### src/rtl/reg_bank_poci.sv
// reg_bank_poci
//    A bank of NREG 8-bit registers. Writes arrive from the PICO stage as a
//    valid/ready handshake. Reads come back as a serial PICO-out stream,
//    MSB first. Register 0 is a fixed identification byte (ID_VALUE) and
//    cannot be written. Addresses at or above NREG read as 8'h00 and drop
//    any write to them.
//
//    A read-out starts with rd_start. It shifts one byte out over 8 cycles
//    and pulses rd_done for one cycle once the byte is complete. If
//    rd_burst is high when a byte ends, the next byte is loaded from the
//    following address, wrapping modulo NREG. That byte follows with no
//    gap.
//
//    Optional feature, enabled by defining the macro REG_PARITY_EN:
//    an odd-parity bit follows the 8 data bits (state PAR), so each byte
//    takes 9 cycles. rd_done and the burst decision then happen when PAR
//    ends. With the macro undefined there is no parity logic at all.
//
// Parameters
//    NREG      number of registers, power of two in 2..256
//    ID_VALUE  read-only contents of register 0
//
// Ports
//    iclk      clock, rising edge active
//    rst       synchronous active-high reset
//    wr_valid  write request
//    wr_ready  write accept; low during reset and for the first cycle after
//    wr_addr   write target register
//    wr_data   write payload
//    rd_start  start a read-out (ignored unless idle)
//    rd_addr   first register to read
//    rd_burst  continue with the next address after the current byte
//    poci_out  serial read data, MSB first, 0 when idle
//    rd_busy   serializer active
//    rd_done   one-cycle pulse after each byte

`timescale 1ns/1ps

module reg_bank_poci #(
   parameter int         NREG     = 32,
   parameter logic [7:0] ID_VALUE = 8'hA5
) (
   input  logic       iclk,
   input  logic       rst,
   input  logic       wr_valid,
   output logic       wr_ready,
   input  logic [7:0] wr_addr,
   input  logic [7:0] wr_data,
   input  logic       rd_start,
   input  logic [7:0] rd_addr,
   input  logic       rd_burst,
   output logic       poci_out,
   output logic       rd_busy,
   output logic       rd_done
);

   localparam int         AW        = (NREG > 2) ? $clog2(NREG) : 1;
   localparam logic [8:0] NREG_W    = 9'(NREG);
   localparam logic [7:0] ADDR_MASK = 8'(NREG - 1);

`ifdef REG_PARITY_EN
   typedef enum logic [1:0] {
      IDLE  = 2'd0,
      SHIFT = 2'd1,
      PAR   = 2'd2
   } state_t;
`else
   typedef enum logic [1:0] {
      IDLE  = 2'd0,
      SHIFT = 2'd1
   } state_t;
`endif

   state_t     state_q, state_d;
   logic [7:0] shift_q, shift_d;
   logic [2:0] bit_cnt_q, bit_cnt_d;
   logic [7:0] addr_q, addr_d;
   logic       rd_done_q, rd_done_d;
   logic       wr_ready_q, wr_ready_d;
   logic [7:0] regs_q [NREG];
   logic [7:0] regs_d [NREG];
`ifdef REG_PARITY_EN
   logic       par_q, par_d;
`endif

   logic       wr_fire;
   logic       wr_hit;
   logic [7:0] start_data;
   logic [7:0] next_addr;
   logic [7:0] next_data;
   logic       byte_end;
   logic       poci_bit;

   // A write completes whenever the handshake is met. It only changes
   // storage when the target is a writable register: not 0, and in range.
   // Reset takes priority over a write in the same cycle.
   assign wr_fire = wr_valid && wr_ready_q && !rst;
   assign wr_hit  = wr_fire && (wr_addr != 8'd0) && ({1'b0, wr_addr} < NREG_W);

   always_comb begin
      regs_d = regs_q;
      if (wr_hit) begin
         regs_d[wr_addr[AW-1:0]] = wr_data;
      end
   end

   // Read port for the first byte of a read-out. It reads the registered
   // contents, so a write to the same register in the same cycle is not
   // seen until the next cycle.
   always_comb begin
      start_data = 8'h00;
      if ({1'b0, rd_addr} >= NREG_W) begin
         start_data = 8'h00;
      end else if (rd_addr == 8'd0) begin
         start_data = ID_VALUE;
      end else begin
         start_data = regs_q[rd_addr[AW-1:0]];
      end
   end

   // Read port for burst continuation. The address increments in 8 bits
   // and is then folded into range. This is how a burst that starts at an
   // out-of-range address gets back into the bank.
   always_comb begin
      next_addr = (addr_q + 8'd1) & ADDR_MASK;
      next_data = (next_addr == 8'd0) ? ID_VALUE : regs_q[next_addr[AW-1:0]];
   end

   // Serializer next-state logic. byte_end marks the edge where the last
   // cycle of a byte leaves. That cycle is the 8th data bit, or the parity
   // bit when parity is enabled. At that edge rd_done is raised and the
   // burst decision is made.
   always_comb begin
      state_d    = state_q;
      shift_d    = shift_q;
      bit_cnt_d  = bit_cnt_q;
      addr_d     = addr_q;
      rd_done_d  = 1'b0;
      wr_ready_d = !rst;
      byte_end   = 1'b0;
`ifdef REG_PARITY_EN
      par_d      = par_q;
`endif

      case (state_q)
         IDLE: begin
            if (rd_start) begin
               shift_d   = start_data;
               addr_d    = rd_addr;
               bit_cnt_d = 3'd0;
`ifdef REG_PARITY_EN
               par_d     = ~^start_data;
`endif
               state_d   = SHIFT;
            end
         end
         SHIFT: begin
            shift_d   = {shift_q[6:0], 1'b0};
            bit_cnt_d = bit_cnt_q + 3'd1;
            if (bit_cnt_q == 3'd7) begin
`ifdef REG_PARITY_EN
               state_d = PAR;
`else
               byte_end = 1'b1;
`endif
            end
         end
`ifdef REG_PARITY_EN
         PAR: begin
            byte_end = 1'b1;
         end
`endif
         default: begin
            state_d = IDLE;
         end
      endcase

      if (byte_end) begin
         rd_done_d = 1'b1;
         if (rd_burst) begin
            shift_d   = next_data;
            addr_d    = next_addr;
            bit_cnt_d = 3'd0;
`ifdef REG_PARITY_EN
            par_d     = ~^next_data;
`endif
            state_d   = SHIFT;
         end else begin
            state_d = IDLE;
         end
      end
   end

   // All state lives here. Reset clears the writable registers, drops any
   // byte in flight without a rd_done pulse, and withdraws wr_ready.
   always_ff @(posedge iclk) begin
      if (rst) begin
         state_q    <= IDLE;
         shift_q    <= 8'h00;
         bit_cnt_q  <= 3'd0;
         addr_q     <= 8'h00;
         rd_done_q  <= 1'b0;
         wr_ready_q <= 1'b0;
`ifdef REG_PARITY_EN
         par_q      <= 1'b0;
`endif
         for (int i = 0; i < NREG; i++) begin
            regs_q[i] <= 8'h00;
         end
      end else begin
         state_q    <= state_d;
         shift_q    <= shift_d;
         bit_cnt_q  <= bit_cnt_d;
         addr_q     <= addr_d;
         rd_done_q  <= rd_done_d;
         wr_ready_q <= wr_ready_d;
`ifdef REG_PARITY_EN
         par_q      <= par_d;
`endif
         regs_q     <= regs_d;
      end
   end

   // Serial output. It carries the data MSB in SHIFT and the parity bit in
   // PAR, and is 0 otherwise.
   always_comb begin
      poci_bit = 1'b0;
      case (state_q)
         SHIFT:   poci_bit = shift_q[7];
`ifdef REG_PARITY_EN
         PAR:     poci_bit = par_q;
`endif
         default: poci_bit = 1'b0;
      endcase
   end

   // Outputs are forced quiet while reset is asserted. This also covers
   // the cycle in which reset first arrives, while the state registers
   // still hold their old values.
   assign poci_out = !rst && poci_bit;
   assign rd_busy  = !rst && (state_q != IDLE);
   assign rd_done  = !rst && rd_done_q;
   assign wr_ready = !rst && wr_ready_q;

endmodule

### config.mk
export PLATFORM = sky130hd
export DESIGN_NAME = reg_bank_poci
export DESIGN_NICKNAME = d
export VERILOG_FILES = /design/src/rtl/reg_bank_poci.sv
export SDC_FILE = /design/constraint.sdc
export NUM_CORES = 1
export LEC_CHECK = 0
export BUFFER_PORTS_ARGS = -buffer_cell sky130_fd_sc_hd__buf_2
export CAP_MARGIN = 20
export CORE_MARGIN = 3
export CORE_UTILIZATION = 35
export DETAILED_ROUTE_END_ITERATION = 8
export GPL_TIMING_DRIVEN = 0
export PLACE_DENSITY_LB_ADDON = 0.1
export SYNTH_ARGS = -nofsm -noshare
export SYNTH_HDL_FRONTEND = slang
export SYNTH_SLANG_ARGS = --single-unit
### constraint.sdc
create_clock -name iclk -period 2.01 [get_ports iclk]
set_input_delay 0.3015 -clock iclk [delete_from_list [all_inputs] [get_ports iclk]]
set_output_delay 0.3015 -clock iclk [all_outputs]
set_load 0.05 [all_outputs]
==> impl_metrics.toml <==
[power_and_ir_drop]
p_leak_nw = 6.09
p_per_area_mw_per_mm2 = 770
vdd_ir_drop_max_mv = 0.474

[job]
drv_cap = 0

[yosys]
yosysUniqueCellTypes = 66
ys_warn_count = 0
synthTopCellsByArea = "dfxtp_1 38%, mux4_2 17%, mux2i_1 12%"
synth_nets = 1471
synthFlopType = "dfxtp_1"
syn-instance-count = 1438
mappedNetlistArea_sq_mm = 0.0146
synth-seq-area-share = 0.376
async_flop_share = 0
synth_top_cell_by_area = "dfxtp_1"
synth_edf_count = 0
ys_ff_latch = 275
syn_area_per_cell_sq_um = 10.2
synth_top_area_frac = 0.376

[clock_network]
cts_buffer_depth = 3
cts_tree = "done"
clk_latency_ps = 550
clkTransAtPathRegs_ps = 60
htree_levels = 2
postCtsHoldBufs = 0
root_buffer = "clkbuf_16"
cts-buffers-inserted = 34
cts_num_sinks = 275

[place]
dp_hpwl_mm = 45.2
portBuffers = 31
placed_cell_area_sq_mm = 0.0155
routabilityCongestion = 0.937

[floorplan]
rows = 74
boundaryPins = 33
start_util = 0.357
die-area_sq_mm = 0.0443
core_sq_mm = 0.0410
die_w_microns = 210
die_h_microns = 210

[sta]
fmax_ghz = 0.433
hold_viol_final = 0
min_period_ps = 2310
post-route-period-util = 1.15
finalMaxSlewViolations = 0
setup_violations = 16
tightest_slew_ps = 1200
layout_setup_ws_ps = -301
fin_worst_skew_ps = 16.6
relSlewSlack = 0.200
rsz0062_at_grt = "yes"
setup_tns_ps = -2510
finalHoldWorstSlack_ps = 43.5

[drt]
vias = 12500
ant_nets = 0
drt_iter0_markers = 1399
wl_per_cell_microns = 29.7
wl_mm = 62.4
drc = 0
drt_pass1_iterations = 6
vias_per_cell = 5.97

[hold_path]
min_path_type = "input port to register"
worstHoldPathCells = 3
hold_end = "regs_q[168]$_SDFFE_PP0P_"
min_from = "wr_data[0]"

[layout]
fillCellCount = 3968
layout-drive-gt1-share = 0.253
finalInstanceArea_sq_mm = 0.0178
area_growth_pct = 21.5
final_nets = 1576

[grt]
grt_max_degree = 13
grt_overflow = 0
track_usage = 0.280
grt_pass1_wl_mm = 89.4
antenna_found_initial = 0
grt_pass1_vias = 11900

[setup_path]
timing.rr.start = "addr_q[0]$_SDFF_PP0_"
path_class = "register to register"
r2r-end = "shift_q[7]$_SDFF_PP0_"
critPathArrivalTime_ps = 2740
ff2ff_path_depth = 7
required_ps = 2430
startpoint_type = "register"
rrSetupSlack_ps = -300
setup.worst_path.end_class = "register"
crit_path_max_fanout = 7

[outcome]
outcome = "finished with violations"
violations = "setup timing"
## state kept, by name, indices dropped and copies added, names as in the netlist
register / flops
addr_q: 5
state_q: 1
regs_q: 256
wr_ready_q: 1
shift_q: 8
bit_cnt_q: 3
rd_done_q: 1
## power breakdown
group          switching (mW)  internal, mW
combinational           0.918         0.458
clock                    2.55          4.27
sequential             0.0124          5.47
## per-layer routing
layer	vias up	global-route usage	share of wire
li1	5477	-	-
met1	6387	0.406	0.44
met2	567	0.425	0.44
met3	99	0.0531	0.083
met4	0	0.0896	0.033
met5	-	0	0
## metrics by stage
| step | std cells | util | total power, mW | setup WS (ps) |
|---|---|---|---|---|
| after global routing | 2098 | 0.433 | 14.0 | -351 |
| after CTS | 2081 | 0.423 | 13.7 | -286 |
| after global placement | 2001 | 0.377 | 6.75 | -1130 |
| after detailed placement | 2003 | 0.378 | 6.76 | -1110 |
| final | 2099 | 0.433 | 13.7 | -301 |
| after floorplan | 1438 | - | 6.25 | 5.14 |
## critical path: stages, from the launching register on
cell and delay, ps:
dfxtp_4 390, buf_6 120, buf_12 130, buf_16 150, mux4_2 530, mux4_2 580
o211ai_2 190, a21oi_2 60
## cell usage in the layout, fill, tap and decap left out, types with 4 or more instances in the layout
| master | n |
|---|---|
| dfxtp_1 | 272 |
| nor2_1 | 180 |
| a21oi_2 | 5 |
| a21oi_1 | 95 |
| o22ai_1 | 4 |
| nor2b_1 | 15 |
| mux2i_2 | 4 |
| nor3_1 | 12 |
| a211oi_1 | 8 |
| buf_8 | 7 |
| buf_1 | 12 |
| nand3_1 | 110 |
| clkbuf_2 | 6 |
| bufinv_16 | 5 |
| buf_6 | 11 |
| clkbuf_4 | 6 |
| nand3b_1 | 4 |
| and3_1 | 4 |
| inv_1 | 4 |
| clkbuf_1 | 62 |
| buf_4 | 35 |
| buf_2 | 44 |
| nand2_2 | 12 |
| nand2_1 | 151 |
| buf_12 | 16 |
| mux4_2 | 125 |
| clkbuf_8 | 9 |
| nor2_4 | 13 |
| nand2b_1 | 5 |
| mux2i_1 | 176 |
| a311oi_1 | 5 |
| mux4_1 | 9 |
| clkbuf_16 | 40 |
| nor4_1 | 4 |
## kinds of logic (layout without fill, tap and decap cells)
kind of cell               count (synthesis)  count (layout)  share of synthesized area
and+or+nand+nor                          548             548                      0.172
muxes                                    317             317                      0.337
other                                      0               1                          0
xor gates and xnor gates                   7               7                    0.00471
buffers and inverters                    137             265                     0.0453
DFF                                      275             275                      0.376
adders and majority gates                  4               4                    0.00342
AOI/OAI and AO/OA                        150             150                     0.0611
## final cells by class
cell class	instances	area [sq um]	share of cell area
sequential	275	5510	0.310
clock inverter	8	165	0.00930
inverter	5	18.8	0.00106
timing repair buffer	69	611	0.0344
multi-input combinational	1026	8800	0.495
clock buffer	51	1060	0.0596
tap	532	666	0.0375
buffer	132	935	0.0526
antenna	1	2.50	0.000141
## what timing repair did
action | CTS | global route
gates resized for setup | 124 | 63
endpoints found under the setup margin | 157 | 157
buffers inserted | 17 | 16
gates cloned | 2 | 1
pin swaps | 16 | 14
## Yosys cell counts (4+ instances only)
cell type  count
nand2_1      165
nor3_1        14
nand2b_1       5
nand3b_1       4
a21oi_1      100
nor4_1         5
nor2_2         8
inv_1          4
and3_1         7
a311oi_1       6
o21ai_0        4
nor2_1       183
buf_4         15
clkbuf_1      74
buf_6          4
mux4_2       113
nor2b_1       15
mux4_1        21
xnor2_1        4
a211oi_1       8
nor2_4         4
nand3_1      113
buf_2         22
mux2i_1      181
buf_1         14
dfxtp_1      275
ha_1           4
o22ai_1        4
## worst max path at each step
| stage | to | cells past startpoint | startpoint | slack (ps) |
|---|---|---|---|---|
| final | shift_q[7]$_SDFF_PP0_ | 7 | addr_q[0]$_SDFF_PP0_ | -300 |
| after detailed placement | shift_q[1]$_SDFF_PP0_ | 7 | rd_addr[1] | -1110 |
| after CTS | shift_q[0]$_SDFF_PP0_ | 8 | addr_q[0]$_SDFF_PP0_ | -290 |
| after global placement | shift_q[3]$_SDFF_PP0_ | 7 | rd_addr[1] | -1130 |
| after floorplan | regs_q[224]$_SDFFE_PP0P_ | 6 | rst | 5 |
| after global routing | shift_q[7]$_SDFF_PP0_ | 7 | addr_q[0]$_SDFF_PP0_ | -350 |
(Power assumes the default switching activity.)
